<file path="src/rtl/stage4_decode_queue.sv">
// Decode-to-execute instruction queue: circular buffer with stall hold, flush,
// registered full flag (no full-bypass) and a sticky overflow flag.
module stage4_decode_queue #(
  parameter int unsigned DEPTH = 4,
  parameter int unsigned WIDTH = 64
) (
  input  logic                       CLK,
  input  logic                       nRST,
  input  logic                       queue_wen,
  input  logic [WIDTH-1:0]           wdata,
  input  logic                       stall_queue,
  input  logic                       flush_queue,
  output logic                       is_queue_full,
  output logic [WIDTH-1:0]           rdata,
  output logic                       rvalid,
  output logic [$clog2(DEPTH):0]     count,
  output logic                       overflow_err
);

  localparam int unsigned PW = $clog2(DEPTH);

  logic [PW-1:0]    wptr;
  logic [PW-1:0]    rptr;
  logic [PW:0]      occ;
  logic             ovf;
  logic [WIDTH-1:0] mem [DEPTH];
  logic             enq;
  logic             deq;

  assign is_queue_full = (occ == (PW+1)'(DEPTH));
  assign rvalid        = (occ != '0);
  assign rdata         = mem[rptr];
  assign count         = occ;
  assign overflow_err  = ovf;

  // Acceptance uses the registered full flag, so a same-cycle dequeue never frees a slot for a write.
  always_comb begin
    enq = queue_wen && !is_queue_full && !flush_queue;
    deq = rvalid && !stall_queue && !flush_queue;
  end

  always_ff @(posedge CLK or negedge nRST) begin
    if (!nRST) begin
      wptr <= '0;
      rptr <= '0;
      occ  <= '0;
      ovf  <= 1'b0;
      for (int unsigned i = 0; i < DEPTH; i++) mem[i] <= '0;
    end else if (flush_queue) begin
      wptr <= '0;
      rptr <= '0;
      occ  <= '0;
    end else begin
      if (queue_wen && is_queue_full) ovf <= 1'b1;
      if (enq) begin
        mem[wptr] <= wdata;
        wptr      <= wptr + 1'b1;
      end
      if (deq) rptr <= rptr + 1'b1;
      case ({enq, deq})
        2'b10:   occ <= occ + 1'b1;
        2'b01:   occ <= occ - 1'b1;
        default: occ <= occ;
      endcase
    end
  end

endmodule

</file>
<file path="config.mk">
export PLATFORM = sky130hd
export DESIGN_NAME = stage4_decode_queue
export DESIGN_NICKNAME = d
export VERILOG_FILES = /design/src/rtl/stage4_decode_queue.sv
export SDC_FILE = /design/constraint.sdc
export NUM_CORES = 1
export LEC_CHECK = 0
export BUFFER_PORTS_ARGS = -buffer_cell sky130_fd_sc_hd__buf_4
export CORE_MARGIN = 2
export CORE_UTILIZATION = 25
export DETAILED_ROUTE_END_ITERATION = 8
export PLACE_DENSITY_LB_ADDON = 0.12
export SLEW_MARGIN = 10
export SYNTH_ARGS = -nofsm -noshare
export SYNTH_HDL_FRONTEND = slang
export SYNTH_SLANG_ARGS = --single-unit
</file>
<file path="constraint.sdc">
create_clock -name CLK -period 4.8 [get_ports CLK]
set_clock_uncertainty 0.15 [all_clocks]
set_input_delay 0.96 -clock CLK [delete_from_list [all_inputs] [get_ports CLK]]
set_output_delay 0.96 -clock CLK [all_outputs]
set_load 0.01 [all_outputs]
</file>
==> results.json <==
{
  "ys_top_cells_by_area": "dfrtp_1 (56%), mux2_2 (19%), mux4_2 (12%)",
  "synth_async_sr_flop_share": 1.00,
  "final-setup-viol-count": 0,
  "p_leak_nw": 6.50,
  "crit_buf_inv": 2,
  "multi_input_area_um2": 4940,
  "io_buffer_count": 138,
  "grt_pass1_wl_um": 46100,
  "ctsHoldBuffers": 0,
  "n_antenna_cell": 0,
  "synth-edff-count": 0,
  "layout-drive-gt1-share": 0.619,
  "post-synth-top-area-cell": "dfrtp_1",
  "tightest_slew_ps": 1030,
  "p_per_area_nw_per_um2": 512,
  "cts.sinks": 264,
  "initial_utilization": 0.254,
  "critPathMaxFanout": 43,
  "regArea_um2": 6610,
  "grt_max_degree": 98,
  "dp.cells": 1398,
  "crit_slowest_cell": "dfrtp_4",
  "fmax_mhz": 260,
  "clockPowerShare": 0.336,
  "syn_area_um2": 11900,
  "grt_pass1_vias": 7329,
  "worstPathCellList": "buf_12 > mux4_2 > buf_4",
  "status": "completed",
  "cpPeakStageDelay_ps": 1100,
  "hold_class": "reg -> reg",
  "synth_seq_cells": 264,
  "cts-root-buf": "clkbuf_16",
  "place_hpwl_um": 17100,
  "yosys_warnings": 0,
  "io_pins": 139,
  "cts_buffer_depth": 3,
  "maxCapViolCount": 0,
  "maxSlewViolCount": 0,
  "cts_resized": 0,
  "finalCritPeriodShare": 0.800,
  "ys_seq_area_frac": 0.556,
  "rsz0062_at_grt": "false",
  "htreeDepth": 2,
  "cts_made_buffers": 35,
  "drc": 0,
  "clkSlewWorstSetupHoldPaths_ps": 60,
  "path_class": "reg -> out",
  "irDropWorstVdd_uv": 189,
  "hold_violations": 0,
  "crit_required_ps": 3690,
  "antenna_found_initial": 0,
  "p_switching_w": 0.00192,
  "final_antenna_net_count": 0,
  "slew_headroom": 0.313,
  "first_iter_violations": 242,
  "critical-path-top-delay-family": "flip-flops",
  "avgViaCountPerCell": 4.41,
  "cp-start-kind": "register",
  "syn-num-nets": 761,
  "wl_per_cell_um": 20.1,
  "fin_cells": 1458,
  "worst_setup_path_end_kind": "output port",
  "intPower_w": 0.00558,
  "netlist_top_cells_count": "dfrtp_1 (264), mux2_2 (196), mux4_2 (64)",
  "postCtsSetupRepairBufs": 0,
  "gp_congestion": 0.649,
  "grt_overflow_total": 0,
  "yosys.area.top_type_share": 0.556,
  "core_um2": 46800,
  "seq_power_share": 0.429,
  "chipWidth_um": 222,
  "row_count": 79,
  "crit_arrival_ps": 2730,
  "period_minus_slack_ps": 3840,
  "yosys_most_used_dff": "dfrtp_1",
  "post-synth-top-count-cell": "dfrtp_1",
  "finalSetupTns_ps": 0,
  "die-area_um2": 49300,
  "p_sw_frac": 0.256,
  "nFillCells": 4615,
  "nets": 902,
  "syn_inst": 687,
  "vias": 6428,
  "combPwrFrac": 0.235,
  "clock_latency_ps": 510,
  "grt_usage": 0.122,
  "syn2layout_area_growth_pct": 23.5,
  "synth_cell_type_count": 38,
  "wl_um": 29300,
  "cts_tree": "yes",
  "drt-pass1-iter-count": 4,
  "dieHeight_um": 222,
  "synth_area_per_cell_um2": 17.3
}
[final timing paths]
check	cells past startpoint	to	start	slack (ps)
max	3	rdata[56]	rptr[0]	960
max reg2reg	5	mem[193]	count[1]	1800
max in group asynchronous	2	mem[4]	nRST	3230
min	1	overflow_err	overflow_err	320
min reg2reg	1	overflow_err	overflow_err	320
min in group asynchronous	1	mem[114]	nRST	340
[per-layer routing]
metal | vias to the layer above | routed length, um | track usage | part of all wire
met5 | - | 0 | 0 | 0
met4 | 0 | 577 | 0.0353 | 0.020
met3 | 44 | 1080 | 0.0278 | 0.037
met2 | 110 | 13600 | 0.191 | 0.46
met1 | 3421 | 14100 | 0.170 | 0.48
li1 | 2853 | - | - | -
[placed cells by master (no fill, tap or decap), types with 2 or more instances in the layout]
master | Yosys | routed
a21o_1 | 2 | 2
a21oi_1 | 7 | 7
buf_12 | 7 | 7
buf_4 | 1 | 142
clkbuf_1 | 8 | 10
clkbuf_16 | 0 | 35
clkbuf_8 | 0 | 10
clkinv_2 | 0 | 2
dfrtp_1 | 264 | 262
dfrtp_4 | 0 | 2
ha_1 | 4 | 4
inv_1 | 6 | 6
mux2_2 | 196 | 196
mux2_4 | 60 | 60
mux4_2 | 64 | 64
nand2_1 | 2 | 2
nand3_1 | 2 | 2
nand3_4 | 0 | 3
nand3b_1 | 2 | 2
nor2_1 | 2 | 2
nor2b_1 | 3 | 3
o21ai_0 | 6 | 6
or3_1 | 2 | 2
[state kept, by name, summed over array words and instances (netlist names)]
register,count
count,3
mem,256
overflow_err,1
rptr,2
wptr,2
[cell type report]
cell class / count / area share
Clock buffer: 55 / 0.0717
Clock inverter: 5 / 0.00384
Inverter: 6 / 0.00154
Multi-Input combinational cell: 371 / 0.337
Sequential cell: 264 / 0.451
Tap cell: 607 / 0.0518
Timing Repair Buffer: 150 / 0.0833
[cells by family after synthesis]
family,share of synthesized area
AOI/OAI and AO/OA,0.0120
adders and majority gates,0.00590
buffers and inverters,0.0297
DFF,0.556
muxes,0.383
and+or+nand+nor,0.0132
[per-stage QoR]
| step | setup slack [ps] | area, um2 | util | total power (W) | hold WS (ps) |
|---|---|---|---|---|---|
| 2_1_floorplan | 2130 | 11900 | - | 0.00435 | 324 |
| 3_3_place_gp | 1360 | 13600 | 0.290 | 0.00505 | 334 |
| 3_5_place_dp | 1300 | 13600 | 0.290 | 0.00506 | 300 |
| 4_1_cts | 788 | 14700 | 0.314 | 0.00769 | 324 |
| 5_1_grt | 713 | 14700 | 0.314 | 0.00796 | 346 |
| 6_report | 960 | 14700 | 0.314 | 0.00751 | 323 |
[power by group through the flow]
stage	Combinational (W)	Clock [W]	Sequential [W]
final	0.00176	0.00252	0.00322
after global routing	0.00191	0.00274	0.00331
after CTS	0.00181	0.00265	0.00323
after detailed placement	0.00181	0	0.00325
after global placement	0.00178	0	0.00327
after floorplan	0.00124	0	0.00311
No activity file was read; power rests on OpenSTA's default activity.
